--- src/rtl/interlaken_pkg.sv ---
// Shared Interlaken constants: control-word encodings, 64B/67B headers and the
// metaframe sequencer state encoding.
package interlaken_pkg;

  localparam logic [63:0] SYNC_WORD = 64'h78F6_78F6_78F6_78F6;
  localparam logic [63:0] SKIP_WORD = 64'h1E1E_1E1E_1E1E_1E1E;
  localparam logic [5:0]  SCRAM_TAG = 6'b001010;
  localparam logic [5:0]  DIAG_TAG  = 6'b011001;
  localparam logic [1:0]  HDR_DATA  = 2'b01;
  localparam logic [1:0]  HDR_CTRL  = 2'b10;

  typedef enum logic [2:0] {
    ST_IDLE    = 3'd0,
    ST_SYNC    = 3'd1,
    ST_SCRAM   = 3'd2,
    ST_SKIP    = 3'd3,
    ST_PAYLOAD = 3'd4,
    ST_DIAG    = 3'd5
  } mf_state_e;

endpackage

--- src/rtl/metaframe_sequencer.sv ---
// Interlaken metaframe sequencer: frames user payload with Sync, Scrambler
// State, Skip and Diagnostic control words ahead of the 64B/67B encoder.
module metaframe_sequencer
  import interlaken_pkg::*;
#(
  parameter int METAFRAME_LEN = 2048
) (
  input  logic        USER_CLK,
  input  logic        SYSTEM_RESET_N,
  input  logic        ENABLE,
  input  logic [63:0] DATA_IN,
  input  logic        DATA_VALID,
  output logic        DATA_READY,
  input  logic [57:0] SCRAM_STATE,
  input  logic [1:0]  LANE_STATUS,
  input  logic [31:0] DIAG_CRC32,
  output logic [63:0] TX_DATA,
  output logic [1:0]  TX_HEADER,
  output logic        TX_PASSTHROUGH,
  output logic        METAFRAME_START
);

  // Last payload slot index; the payload region spans slots 0..LAST_SLOT.
  localparam logic [15:0] LAST_SLOT = 16'(METAFRAME_LEN - 5);

  mf_state_e   state_q, state_d;
  logic [15:0] cnt_q, cnt_d;
  logic [63:0] tx_data_q, tx_data_d;
  logic [1:0]  tx_header_q, tx_header_d;
  logic        tx_pt_q, tx_pt_d;
  logic        mf_start_q, mf_start_d;

  // NOTE: every variable gets a default before the case so no path leaves one
  // unassigned, which would otherwise infer a latch.
  always_comb begin
    state_d     = state_q;
    cnt_d       = cnt_q;
    tx_data_d   = SKIP_WORD;
    tx_header_d = HDR_CTRL;
    tx_pt_d     = 1'b0;
    mf_start_d  = 1'b0;

    unique case (state_q)
      ST_IDLE: begin
        tx_pt_d = 1'b1;
        if (ENABLE) state_d = ST_SYNC;
      end
      ST_SYNC: begin
        tx_data_d  = SYNC_WORD;
        mf_start_d = 1'b1;
        state_d    = ST_SCRAM;
      end
      ST_SCRAM: begin
        tx_data_d = {SCRAM_TAG, SCRAM_STATE};
        state_d   = ST_SKIP;
      end
      ST_SKIP: begin
        cnt_d   = 16'd0;
        state_d = ST_PAYLOAD;
      end
      ST_PAYLOAD: begin
        // An empty slot still costs a slot: a Skip word fills it.
        if (DATA_VALID) begin
          tx_data_d   = DATA_IN;
          tx_header_d = HDR_DATA;
        end
        if (cnt_q == LAST_SLOT) state_d = ST_DIAG;
        else                    cnt_d   = cnt_q + 16'd1;
      end
      ST_DIAG: begin
        tx_data_d = {DIAG_TAG, 24'h0, LANE_STATUS, DIAG_CRC32};
        state_d   = ENABLE ? ST_SYNC : ST_IDLE;
      end
      default: begin
        state_d = ST_IDLE;
      end
    endcase
  end

  // NOTE: sequential state uses non-blocking assignments so every register
  // samples the pre-edge values, independent of statement order.
  always_ff @(posedge USER_CLK or negedge SYSTEM_RESET_N) begin
    if (!SYSTEM_RESET_N) begin
      state_q     <= ST_IDLE;
      cnt_q       <= 16'd0;
      tx_data_q   <= SKIP_WORD;
      tx_header_q <= HDR_CTRL;
      tx_pt_q     <= 1'b1;
      mf_start_q  <= 1'b0;
    end else begin
      state_q     <= state_d;
      cnt_q       <= cnt_d;
      tx_data_q   <= tx_data_d;
      tx_header_q <= tx_header_d;
      tx_pt_q     <= tx_pt_d;
      mf_start_q  <= mf_start_d;
    end
  end

  assign DATA_READY      = (state_q == ST_PAYLOAD);
  assign TX_DATA         = tx_data_q;
  assign TX_HEADER       = tx_header_q;
  assign TX_PASSTHROUGH  = tx_pt_q;
  assign METAFRAME_START = mf_start_q;

endmodule

--- config.mk ---
export PLATFORM = sky130hd
export DESIGN_NAME = metaframe_sequencer
export DESIGN_NICKNAME = d
export VERILOG_FILES = /design/src/rtl/interlaken_pkg.sv /design/src/rtl/metaframe_sequencer.sv
export SDC_FILE = /design/constraint.sdc
export NUM_CORES = 1
export LEC_CHECK = 0
export CORE_MARGIN = 1.5
export CORE_UTILIZATION = 45
export DETAILED_ROUTE_END_ITERATION = 8
export DONT_BUFFER_PORTS = 1
export PLACE_DENSITY = 0.62
export SLEW_MARGIN = 20
export SYNTH_ARGS = -nofsm -noshare
export SYNTH_HDL_FRONTEND = slang
export SYNTH_SLANG_ARGS = --single-unit
export TNS_END_PERCENT = 1
--- constraint.sdc ---
create_clock -name USER_CLK -period 2.3 [get_ports USER_CLK]
set_clock_uncertainty 0.15 [all_clocks]
set_input_delay 0.23 -clock USER_CLK [delete_from_list [all_inputs] [get_ports USER_CLK]]
set_output_delay 0.23 -clock USER_CLK [all_outputs]
set_load 0.02 [all_outputs]
==> results.yml, run 1 <==
outcome:
  status: "stopped before the end"
  stop_stage: "clock tree synthesis"
  firstError: "[ERROR RSZ-0060] Max buffer count reached."
synthesis:
  ys_types: 42
  avgSynthCellArea_um2: 10.0
  yosysMostFrequentCell: "nor2_1"
  synth_top_area_share_pct: 33.5
  ys_seq_area_share_pct: 56.0
  ys_ff_latch: 87
  netlist_top_cells_count: "58 x nor2_1, 53 x dfrtp_1, 39 x a21oi_1"
  synthTopCellsByArea: "dfrtp_1 33%, dfstp_2 23%, nor2_1 5.5%"
  synth_edf_count: 0
  synth_top_cell_by_area: "dfrtp_1"
  synthFlopType: "dfrtp_1"
  yosysWarnings: 0
  syn_inst: 396
  synth_nets: 557
  synth_async_sr_flop_share_pct: 100
  syn_area_um2: 3960
place:
  post-dp-hpwl_um: 7270
  gp_congestion: 0.803
  io_buffers: 0
  dpl_worst_slack_ns: 0.0420
cts:
  clockBufferDepth: 2
  ctsHoldBuffers: 103
  post_cts_buffers: 0
  cts_sinks: 87
  h-tree-depth: 3
  cts_root_buf: "clkbuf_8"
  cts-resized-gates: 0
  cts_buffers: 9
floorplan:
  num_rows: 34
  die_w_um: 96.8
  ioPinCount: 229
  fp.dieH_um: 96.8
  initial_core_util_pct: 45.9
==> cell families after synthesis <==
logic type                 after synthesis  share of synthesized area, %
and+or+nand+nor                        121                          14.9
muxes                                    2                         0.505
adders and majority gates                1                         0.316
DFF                                     87                          56.0
buffers and inverters                   56                          5.53
AOI/OAI and AO/OA                      129                          22.7
==> metrics by stage <==
step	area (µm²)	hold slack, ns	cells
floorplan	3960	-0.216	396
global placement	4130	-0.214	492
detailed placement	4130	-0.214	492
==> run 2, diff against run 1 <==
CORE_UTILIZATION = 30   (was 45)
PLACE_DENSITY = not set   (was 0.62)
PLACE_DENSITY_LB_ADDON = 0.15   (was not set)
clock period = 3 ns   (was 2.3 ns; I/O delays follow)
==> results.yml, run 2 <==
synthesis:
  synth_edf_count: 0
  ys_ff_latch: 87
  synthFlopType: "dfrtp_1"
  synth_nets: 557
  synthTopCellsByArea: "dfrtp_1 33%, dfstp_2 23%, nor2_1 5.5%"
  ys_seq_area_share_pct: 56.0
  yosysMostFrequentCell: "nor2_1"
  syn_inst: 396
  yosysWarnings: 0
  netlist_top_cells_count: "58 x nor2_1, 53 x dfrtp_1, 39 x a21oi_1"
  synth_top_cell_by_area: "dfrtp_1"
  avgSynthCellArea_um2: 10.0
  syn_area_um2: 3960
  ys_types: 42
  synth_top_area_share_pct: 33.5
  synth_async_sr_flop_share_pct: 100
pwr:
  p_switching_mw: 2.16
  p_int_mw: 3.36
  vdd_ir_drop_max_uv: 337
  power_density_nw_per_um2: 1000
  sw_frac_of_total_pct: 39.1
  clkPwrFrac_pct: 19.9
  p_comb_share_pct: 37.2
  p_leak_nw: 2.27
  power_frac_seq_pct: 42.9
final_layout:
  syn_to_final_growth_pct: 39.2
  seqCellArea_um2: 2220
  final_cell_mix: "104 x dlygate4sd3_1, 58 x nor2_1, 53 x dfrtp_1"
  fin_nets: 655
  largest_reg_flops: 64
  nFillCells: 1201
  final_common_cell: "dlygate4sd3_1"
  drive_gt1_share_pct: 14.2
  multi_input_area_um2: 1530
  n_antenna_cell: 0
timing:
  hold_viol_final: 0
  tns_ns: 0
  min_period_ns: 2.68
  setup_violations: 0
  drv_slew: 0
  relSlewSlack_pct: 53.3
  rsz0062_at_grt: "no"
  post-route-period-util_pct: 89.3
  holdWs_ns: 0.0289
  timing.fmax_mhz: 373
  worst_pin_slew_ns: 0.700
place:
  post-dp-hpwl_um: 8280
  io_buffers: 0
  gp_congestion: 0.780
setup_path:
  worstPathArrival_ns: 2.75
  cp-start-kind: "flip-flop"
  crit_type: "flip-flop to flip-flop"
  cp-end-kind: "flip-flop"
  reg2reg_depth: 8
  ff2ff_setup_slack_ns: 0.32
  crit_fanout: 20
  required_ns: 3.07
floorplan:
  initial_core_util_pct: 31.0
  ioPinCount: 229
  num_rows: 41
  die_area_um2: 13900
  die_w_um: 118
  core_um2: 12800
  fp.dieH_um: 118
global_route:
  grt_pass1_wl_um: 20000
  grt_pass1_vias: 3692
  antenna_found_initial: 0
  overflow: 0
  grt_max_degree: 88
  grtUsageTotal_pct: 18.5
cts:
  post_cts_buffers: 0
  worstSkewPairLatency_ns: 0.34
  cts_tree: "done"
  cts_root_buf: "clkbuf_16"
  clockBufferDepth: 2
  clk_pin_slew_ns: 0.06
  cts-resized-gates: 0
  cts_buffers: 9
  cts_sinks: 87
  h-tree-depth: 3
detailed_routing:
  route.vias.total: 3566
  final_antenna_net_count: 0
  wirelength_um: 12900
  drc: 0
  wire_per_inst_um: 19.2
  drt_iter0_drc: 180
  viasPerCell: 5.31
  drtPass1Iterations: 6
flow_run:
  max_cap_viol_count: 0
worst_hold_path:
  hold_class: "input pin to flip-flop"
  hold-path-cell-count: 2
outcome:
  status: "finished clean"
-- run 2: cell counts after synthesis --
No cell type changed its count.
-- run 2: worst max-delay path, cell delays in order (launching register included) --
cell           delay, ns
dfrtp_1             0.37
nor2b_1             0.14
nand2_1             0.22
inv_1               0.09
nand2_1             0.12
inv_1               0.32
buf_4               0.30
a221o_1             0.29
dlygate4sd3_1       0.56
-- run 2: final cells by class --
type / instances / area share (%)
Clock buffer: 11 / 4.61
Clock inverter: 5 / 0.658
Inverter: 24 / 1.63
Multi-Input combinational cell: 253 / 27.7
Sequential cell: 87 / 40.3
Tap cell: 172 / 3.90
Timing Repair Buffer: 119 / 21.3
-- run 2: final timing paths --
| check | start | to |
|---|---|---|
| worst max register to register | state_q[2] | TX_DATA[55] |
| worst max-delay path | state_q[2] | TX_DATA[55] |
| max in group asynchronous | SYSTEM_RESET_N | TX_DATA[26] |
| min in group asynchronous | SYSTEM_RESET_N | TX_DATA[54] |
| worst min register to register | cnt_q[15] | cnt_q[15] |
| worst min-delay path | DATA_IN[11] | TX_DATA[11] |
-- run 2: repair_timing --
item / 4_1_cts / 5_1_grt
setup endpoints to repair: 0 / 0
hold endpoints to repair: 146 / 0
hold buffers: 105 / 0
-- run 2: routing by layer --
layer	up-vias	track usage [%]	part of all wire (%)
met1	1726	21.5	41
li1	1636	-	-
met4	0	8.38	2.5
met3	27	4.51	6.4
met5	-	0	0
met2	177	32.2	50
-- run 2: power groups by stage --
stage               Clock (mW)  Combinational (mW)  Sequential (mW)
floorplan                    0                1.14             2.30
global placement             0                1.47             2.40
detailed placement           0                1.52             2.39
CTS                       1.14                2.05             2.38
global route              1.19                2.28             2.40
finish                    1.10                2.05             2.37
-- run 2: cell families (layout without fill, tap and decap cells) --
kind of cell,Yosys count,after routing,synth area share (%)
AND/OR/NAND/NOR,121,121,14.9
flip-flops,87,87,56.0
buffers and inverters,56,159,5.53
adder cells (fa/ha/maj),1,1,0.316
AO/OA/AOI/OAI,129,129,22.7
multiplexers,2,2,0.505
-- run 2: through the flow --
step	instance area, µm²	instances	utilization, %	setup WS [ns]	power (mW)
after floorplan	3960	396	-	0.685	3.44
after global placement	4160	550	32.5	0.655	3.87
after detailed placement	4160	550	32.5	0.617	3.91
after CTS	5510	671	43.2	0.304	5.57
after global routing	5510	671	43.2	0.133	5.87
final	5510	671	43.2	0.320	5.52
No activity file was read; power rests on OpenSTA's default activity.
